## src/rtl/mem_arbiter_if.sv

```systemverilog
// Bundles the I/D requester ports and the memory port shared by the arbiter.
// The slave modport is the arbiter's view; master is the environment's view.
interface mem_arbiter_if;
    logic        i_req;
    logic [31:0] i_addr;
    logic        i_ack;
    logic [31:0] i_rdata;
    logic        d_req;
    logic [31:0] d_addr;
    logic [31:0] d_wdata;
    logic [3:0]  d_enablen;
    logic        d_ack;
    logic [31:0] d_rdata;
    logic [31:0] m_address;
    logic [31:0] m_wdata;
    logic [3:0]  m_enablen;
    logic [31:0] m_rdata;
    logic        uart_busy;

    modport slave (
        input  i_req, i_addr, d_req, d_addr, d_wdata, d_enablen, m_rdata, uart_busy,
        output i_ack, i_rdata, d_ack, d_rdata, m_address, m_wdata, m_enablen
    );

    modport master (
        output i_req, i_addr, d_req, d_addr, d_wdata, d_enablen, m_rdata, uart_busy,
        input  i_ack, i_rdata, d_ack, d_rdata, m_address, m_wdata, m_enablen
    );
endinterface

```

## src/rtl/mem_arbiter.sv

```systemverilog
// Round-robin arbiter/sequencer sharing one single-port memory between the
// instruction-fetch (read-only) and load/store requesters; all outputs registered.
module mem_arbiter #(
    parameter logic [31:0] UART_ADDR = 32'h0001_0000
) (
    input logic          clk,
    input logic          rst,
    mem_arbiter_if.slave bus
);

    typedef enum logic [1:0] {
        S_IDLE   = 2'd0,
        S_ACCESS = 2'd1,
        S_RESP   = 2'd2
    } state_t;

    localparam logic OWN_I = 1'b0;
    localparam logic OWN_D = 1'b1;

    state_t      state_q, state_d;
    // Records the most recent grant; doubles as the owner of the access in flight.
    logic        last_grant_q, last_grant_d;
    logic [31:0] addr_q, addr_d;
    logic [31:0] wdata_q, wdata_d;
    logic [3:0]  en_q, en_d;
    logic        i_ack_q, i_ack_d;
    logic        d_ack_q, d_ack_d;
    logic [31:0] i_rdata_q, i_rdata_d;
    logic [31:0] d_rdata_q, d_rdata_d;

    logic        d_uart_hold;
    logic        i_elig;
    logic        d_elig;
    logic        grant_d;

    always_comb begin
        d_uart_hold = (bus.d_enablen != 4'b1111) && (bus.d_addr == UART_ADDR) && bus.uart_busy;
        i_elig      = bus.i_req;
        d_elig      = bus.d_req && !d_uart_hold;
        grant_d     = d_elig && (!i_elig || (last_grant_q == OWN_I));
    end

    always_comb begin
        state_d      = state_q;
        last_grant_d = last_grant_q;
        addr_d       = addr_q;
        wdata_d      = wdata_q;
        en_d         = '1;
        i_ack_d      = 1'b0;
        d_ack_d      = 1'b0;
        i_rdata_d    = i_rdata_q;
        d_rdata_d    = d_rdata_q;

        case (state_q)
            S_IDLE: begin
                if (i_elig || d_elig) begin
                    state_d      = S_ACCESS;
                    last_grant_d = grant_d;
                    if (grant_d) begin
                        addr_d  = bus.d_addr;
                        wdata_d = bus.d_wdata;
                        en_d    = bus.d_enablen;
                    end else begin
                        addr_d  = bus.i_addr;
                        wdata_d = '0;
                        en_d    = '1;
                    end
                end
            end
            S_ACCESS: begin
                state_d = S_RESP;
                if (last_grant_q == OWN_D) begin
                    d_rdata_d = bus.m_rdata;
                    d_ack_d   = 1'b1;
                end else begin
                    i_rdata_d = bus.m_rdata;
                    i_ack_d   = 1'b1;
                end
            end
            S_RESP: begin
                state_d = S_IDLE;
            end
            default: begin
                state_d = S_IDLE;
            end
        endcase
    end

    always_ff @(posedge clk or posedge rst) begin
        if (rst) begin
            state_q      <= S_IDLE;
            last_grant_q <= OWN_D;
            addr_q       <= '0;
            wdata_q      <= '0;
            en_q         <= '1;
            i_ack_q      <= 1'b0;
            d_ack_q      <= 1'b0;
            i_rdata_q    <= '0;
            d_rdata_q    <= '0;
        end else begin
            state_q      <= state_d;
            last_grant_q <= last_grant_d;
            addr_q       <= addr_d;
            wdata_q      <= wdata_d;
            en_q         <= en_d;
            i_ack_q      <= i_ack_d;
            d_ack_q      <= d_ack_d;
            i_rdata_q    <= i_rdata_d;
            d_rdata_q    <= d_rdata_d;
        end
    end

    assign bus.m_address = addr_q;
    assign bus.m_wdata   = wdata_q;
    assign bus.m_enablen = en_q;
    assign bus.i_ack     = i_ack_q;
    assign bus.d_ack     = d_ack_q;
    assign bus.i_rdata   = i_rdata_q;
    assign bus.d_rdata   = d_rdata_q;

endmodule
```

## src/flat_wrapper.sv

```systemverilog
// flat-port wrapper written by rule: the top's interface ports become plain ports
module mem_arbiter_flat 
#(
    parameter logic [31:0] UART_ADDR = 32'h0001_0000
)
  (clk, rst, bus_i_req, bus_i_addr, bus_d_req, bus_d_addr, bus_d_wdata, bus_d_enablen, bus_m_rdata, bus_uart_busy, bus_i_ack, bus_i_rdata, bus_d_ack, bus_d_rdata, bus_m_address, bus_m_wdata, bus_m_enablen);
  mem_arbiter_if bus_i ();
  input logic clk;
  input logic rst;
  input wire logic [$bits(bus_i.i_req)-1:0] bus_i_req;
  input wire logic [$bits(bus_i.i_addr)-1:0] bus_i_addr;
  input wire logic [$bits(bus_i.d_req)-1:0] bus_d_req;
  input wire logic [$bits(bus_i.d_addr)-1:0] bus_d_addr;
  input wire logic [$bits(bus_i.d_wdata)-1:0] bus_d_wdata;
  input wire logic [$bits(bus_i.d_enablen)-1:0] bus_d_enablen;
  input wire logic [$bits(bus_i.m_rdata)-1:0] bus_m_rdata;
  input wire logic [$bits(bus_i.uart_busy)-1:0] bus_uart_busy;
  output wire logic [$bits(bus_i.i_ack)-1:0] bus_i_ack;
  output wire logic [$bits(bus_i.i_rdata)-1:0] bus_i_rdata;
  output wire logic [$bits(bus_i.d_ack)-1:0] bus_d_ack;
  output wire logic [$bits(bus_i.d_rdata)-1:0] bus_d_rdata;
  output wire logic [$bits(bus_i.m_address)-1:0] bus_m_address;
  output wire logic [$bits(bus_i.m_wdata)-1:0] bus_m_wdata;
  output wire logic [$bits(bus_i.m_enablen)-1:0] bus_m_enablen;
  assign bus_i.i_req = bus_i_req;
  assign bus_i.i_addr = bus_i_addr;
  assign bus_i.d_req = bus_d_req;
  assign bus_i.d_addr = bus_d_addr;
  assign bus_i.d_wdata = bus_d_wdata;
  assign bus_i.d_enablen = bus_d_enablen;
  assign bus_i.m_rdata = bus_m_rdata;
  assign bus_i.uart_busy = bus_uart_busy;
  assign bus_i_ack = bus_i.i_ack;
  assign bus_i_rdata = bus_i.i_rdata;
  assign bus_d_ack = bus_i.d_ack;
  assign bus_d_rdata = bus_i.d_rdata;
  assign bus_m_address = bus_i.m_address;
  assign bus_m_wdata = bus_i.m_wdata;
  assign bus_m_enablen = bus_i.m_enablen;
  mem_arbiter #(.UART_ADDR(UART_ADDR)) u_core (.clk(clk), .rst(rst), .bus(bus_i));
endmodule
```

## config.mk

```make
export PLATFORM = sky130hd
export DESIGN_NAME = mem_arbiter_flat
export DESIGN_NICKNAME = d
export VERILOG_FILES = /design/src/rtl/mem_arbiter_if.sv /design/src/rtl/mem_arbiter.sv /design/src/flat_wrapper.sv
export SDC_FILE = /design/constraint.sdc
export NUM_CORES = 1
export LEC_CHECK = 0
export CAP_MARGIN = 20
export CORE_ASPECT_RATIO = 1.1
export CORE_UTILIZATION = 44
export DETAILED_ROUTE_END_ITERATION = 8
export MAX_ROUTING_LAYER = met4
export PLACE_DENSITY = 0.93
export SLEW_MARGIN = 20
export SYNTH_ARGS = -nofsm -noshare
export SYNTH_HDL_FRONTEND = slang
export SYNTH_SLANG_ARGS = --single-unit
```

## constraint.sdc

```tcl
create_clock -name clk -period 14.2 [get_ports clk]
set_input_delay 2.84 -clock clk [delete_from_list [all_inputs] [get_ports clk]]
set_output_delay 2.84 -clock clk [all_outputs]
set_load 0.03 [all_outputs]
```

# Word level (Yosys, flattened, before mapping)
# Index checks and enable logic that the tools add are counted.
[op_classes]
div = 0
shifts = 0
n_eq_ne = 4
muxes = 11
n_addsub = 0
multipliers = 0
reduce_logical = 12
bitwise = 1
magnitude_cmp = 0
[op_table]
columns = ["op", "n"]
rows = [
  ["$mux 32", 2],
  ["$eq 32x17->1 const B", 1],
  ["$mux 4", 3],
  ["$reduce_and 2->1", 3],
  ["$logic_and 1x1->1", 4],
  ["$mux 1", 4],
  ["$ne 4x4->1 const B", 1],
  ["$pmux 2 s2", 1],
  ["$eq 2x1->1 const B", 1],
  ["$logic_not 1->1", 2],
  ["$logic_not 2->1", 1],
  ["$logic_or 1x1->1", 2],
  ["$mux 2", 1],
  ["$ne 2x1->1 const B", 1],
  ["$not 1->1", 1],
]
[totals]
latch_bits = 0
ff_bits = 137
n_memories = 0
ram_bits = 0
elab_cells = 37
mem_bits_ro = 0

# Logic depth before layout (Yosys ltp)
[depth]
word_depth = 9
depth_mapped = 7

# Least setup slack after synthesis
# Ideal clock, no wire load.
[synth_timing]
path_kind = "in2reg"
start = "in bus_d_addr[19]"
end = "reg u_core.addr_q[5], in the netlist u_core.bus.m_address[5]"
path_buffers = 1
setup_time_ps = 128
required_time_ps = 14072
t_arrival_ps = 4534
cell_stages = 6
setup_slack_ps = 9539
path_cell_list = "nor4b_1 nand4_1 o311ai_4 buf_6 mux2_1 mux2_1"
[synth_between]
elab_chain_len = 7
elab_cells_between_ends = 9
[synth_rtl]
columns = ["item", "line", "source"]
rows = [
  ["start, declared", "flat_wrapper.sv:13", "input wire logic [$bits(bus_i.d_addr)-1:0] bus_d_addr;"],
  ["$eq 32x17->1 *", "mem_arbiter.sv:37", "d_uart_hold = (bus.d_enablen != 4'b1111) && (bus.d_addr == UART_ADDR) && bus.uart_busy;"],
  ["$logic_and 1x1->1 * (2 in a row)", "mem_arbiter.sv:37", ""],
  ["$logic_not 1->1 *", "mem_arbiter.sv:39", "d_elig = bus.d_req && !d_uart_hold;"],
  ["$logic_and 1x1->1 *", "mem_arbiter.sv:39", ""],
  ["$logic_and 1x1->1 / $logic_or 1x1->1 (equally long branches)", "mem_arbiter.sv:40, mem_arbiter.sv:56", ""],
  ["$mux 32 / $reduce_and 2->1 (equally long branches)", "n/a", ""],
  ["end signal, assigned", "mem_arbiter.sv:103", "addr_q <= addr_d;"],
  ["end, declared", "mem_arbiter.sv:23", "logic [31:0] addr_q, addr_d;"],
]
# Every way passes the cells marked *; elsewhere a longest branch is shown, timed or not.
# A chain may end at the register's enable or synchronous reset.

# Worst setup path in the final report
[layout_timing]
start = "in bus_d_addr[0]"
end = "reg u_core.addr_q[3], in the netlist u_core.bus.m_address[3]"
# Same word-level chain as after synthesis.

==> impl_metrics.toml <==
[grt]
gr-usage-all-layers = 0.2476
antenna_found_initial = 0
grt_max_degree = 77
overflow = 0
grt_pass1_vias = 4501
grt_pass1_wl_um = 23380

[logic_synthesis]
synth_edf_count = 0
synth_top_area_cell = "dfrtp_1"
yosys.area.top_type_share = 0.5981
synth.most_common_cell = "dfrtp_1"
synth_area_mm2 = 0.005523
yosysWarnings = 0
syn_inst = 347
ys_seq_area_frac = 0.6219
synthAdderAreaFrac = 0
synth_mux_area_frac = 0.2678
yosys-top-cells-count = "dfrtp_1, mux2_2, a22o_1"
synth_top_family_by_area = "multiplexers"
synth_xor_area_frac = 0
syn_nets = 484
async_flop_share = 1.000
ys_top_cells_by_area = "dfrtp_1, mux2_2, a22o_1, mux2_1, mux2_4"
synth-simple-area-share = 0.02515
synthFlopType = "dfrtp_1"
synth_cell_types = 25
synth_compound_area_frac = 0.06004
ys_ff_latch = 137
syn_area_per_cell_um2 = 15.92

[drt]
wl_met3_um = 1209
via_count = 4077
wire_per_inst_um = 19.51
dr_wl_met2_um = 7928
routed_wl_um = 15380
top_layer_used = "met4"
via_per_inst = 5.174
drt-met1-wl_um = 5875
firstDrtPassIters = 4
drt.antenna.violating_nets = 0
drc = 0
first_iter_violations = 184

[clocking]
cts_tree = "yes"
clock_path_buffers = 2
cts.hold.buffers_added = 0
path_clk_slew_ns = 0.06
cts_setup_buffers = 0
cts_resized = 0
root_buffer = "clkbuf_16"
clk_latency_ns = 0.42
cts_max_level = 4
numCtsBuffers = 17
cts_sinks = 137

[floorplan]
ios = 271
core-area_mm2 = 0.01214
start_util = 0.4550
rows = 42
die_w_um = 108.8
dieArea_mm2 = 0.01300
die_y_um = 119.5

[placed_design]
gp_congestion = 0.8321
portBuffers = 270
placed_area_mm2 = 0.008354
post-dp-hpwl_um = 11050

[worst_setup_path]
path_buf_inv = 2
end_kind = "register"
critPathMaxStageDelay_ns = 0.81
path_max_fanout = 21
cp-start-kind = "input port"
crit_chain = "clkdlybuf4s50_1 -> nor4_1 -> nand4_1 -> o311ai_4 -> buf_4 -> mux2_1 -> mux2_2"
crit_family = "buffers and inverters"
path_class = "input port to register"
required_ns = 14.48
cp.arrival_ns = 5.91
crit_slowest_cell = "o311ai_4"

[layout]
syn_to_final_growth_pct = 62.62
multiInputGateArea_mm2 = 0.001971
register_area_mm2 = 0.003435
drive_gt1_frac = 0.2413
num-nets-final = 758
diodes = 0
fin_area_mm2 = 0.008981
fill_cells = 749

[timing]
maxSlewViolCount = 0
hold_viol = 0
worst_pin_slew_ns = 0.9778
fmax_mhz = 177.9
period_needed_ns = 5.623
tns_ns = 0
setup_viol = 0
period_share = 0.3960
skew_ns = 0.02482
rsz0062_at_grt = "no"
max-slew-margin-rel = 0.3468

[flow_run]
max-cap-violations = 0

[power_and_ir_drop]
power_density_mw_per_mm2 = 262.8
leakage_nw = 3.760
vdd_drop_max_uv = 172.7

[hold_path]
min_path_type = "register to register"

[outcome]
status = "finished clean"
## final timing paths
kind / from / to / slack, ns / cells after the start
max: bus_d_addr[0] / u_core.bus.m_address[3]$_DFFE_PP0P_ / 8.58 / 7
min: u_core.bus.m_address[5]$_DFFE_PP0P_ / u_core.bus.m_address[5]$_DFFE_PP0P_ / 0.49 / 1
max reg2reg: u_core.last_grant_q$_DFFE_PP1P_ / u_core.bus.m_address[3]$_DFFE_PP0P_ / 12.04 / 5
min reg2reg: u_core.bus.m_address[5]$_DFFE_PP0P_ / u_core.bus.m_address[5]$_DFFE_PP0P_ / 0.49 / 1
max in group asynchronous: rst / u_core.bus.d_rdata[30]$_DFFE_PP0P_ / 9.95 / 3
min in group asynchronous: rst / u_core.bus.m_wdata[1]$_DFFE_PP0P_ / 2.86 / 2
## stage by stage
| stage | total power [mW] | hold slack, ns | utilization | std cells | setup slack [ns] |
|---|---|---|---|---|---|
| 5_1_grt | 2.459 | 0.5113 | 0.7398 | 788 | 8.415 |
| 6_report | 2.361 | 0.4926 | 0.7398 | 788 | 8.577 |
| 3_3_place_gp | 1.863 | 0.4776 | 0.6882 | 756 | 8.306 |
| 4_1_cts | 2.377 | 0.5006 | 0.7398 | 788 | 8.612 |
| 3_5_place_dp | 1.902 | 0.4877 | 0.6882 | 756 | 8.192 |
| 2_1_floorplan | 1.395 | 0.4681 | - | 347 | 7.700 |
## flip-flops by register name (all words and copies together), names as in the netlist
name                  cells
u_core.bus.m_enablen      4
u_core.bus.d_rdata       32
u_core.bus.m_wdata       32
u_core.bus.m_address     32
u_core.state_q            2
u_core.last_grant_q       1
u_core.bus.i_ack          1
u_core.bus.i_rdata       32
u_core.bus.d_ack          1
## per-layer routing
layer | track usage | vias up
met5 | - | -
met4 | 0.1039 | 0
met3 | 0.06790 | 28
met2 | 0.4213 | 193
met1 | 0.2704 | 2028
li1 | - | 1828
## cells in the final DEF, fill, tap and decap left out
cell type / instances
nand2_1: 3
clkbuf_16: 17
nand4_1: 3
nor3_4: 1
clkinvlp_4: 5
bufinv_16: 4
dfrtp_1: 132
nor2_1: 2
o311ai_4: 1
o31a_1: 1
mux2_4: 10
clkbuf_1: 1
nor4_1: 5
nor2b_4: 1
a21o_1: 1
mux2_2: 97
nor4b_1: 2
nor3_1: 1
clkdlybuf4s50_1: 270
o21ai_4: 1
nor2b_1: 1
clkinv_2: 1
buf_4: 5
dfstp_2: 5
clkinv_4: 2
inv_6: 3
nand2b_1: 4
a22o_1: 32
mux2_1: 21
inv_1: 2
## final cells by class
class	instances	area share
clock buffer	18	0.04778
clock inverter	14	0.02201
inverter	3	0.001811
multi-input combinational	187	0.2194
sequential	137	0.3824
tap	154	0.02145
timing repair buffer	275	0.3051
## where the power goes
group	internal [mW]	total (mW)	switching, mW
clock	0.295	0.466	0.171
sequential	0.588	0.696	0.109
combinational	0.561	1.20	0.637
## cell families after synthesis
family,count (synthesis)
AOI/OAI and AO/OA,36
buffers and inverters,23
DFF,137
muxes,128
and+or+nand+nor,23
## worst reg2reg max path: stages (launching register included)
cell and delay (ns):
dfstp_2 0.58, nand2_1 0.12, o311ai_4 0.26, buf_4 0.45, mux2_1 0.37, mux2_2 0.27
(Power assumes the default switching activity.)
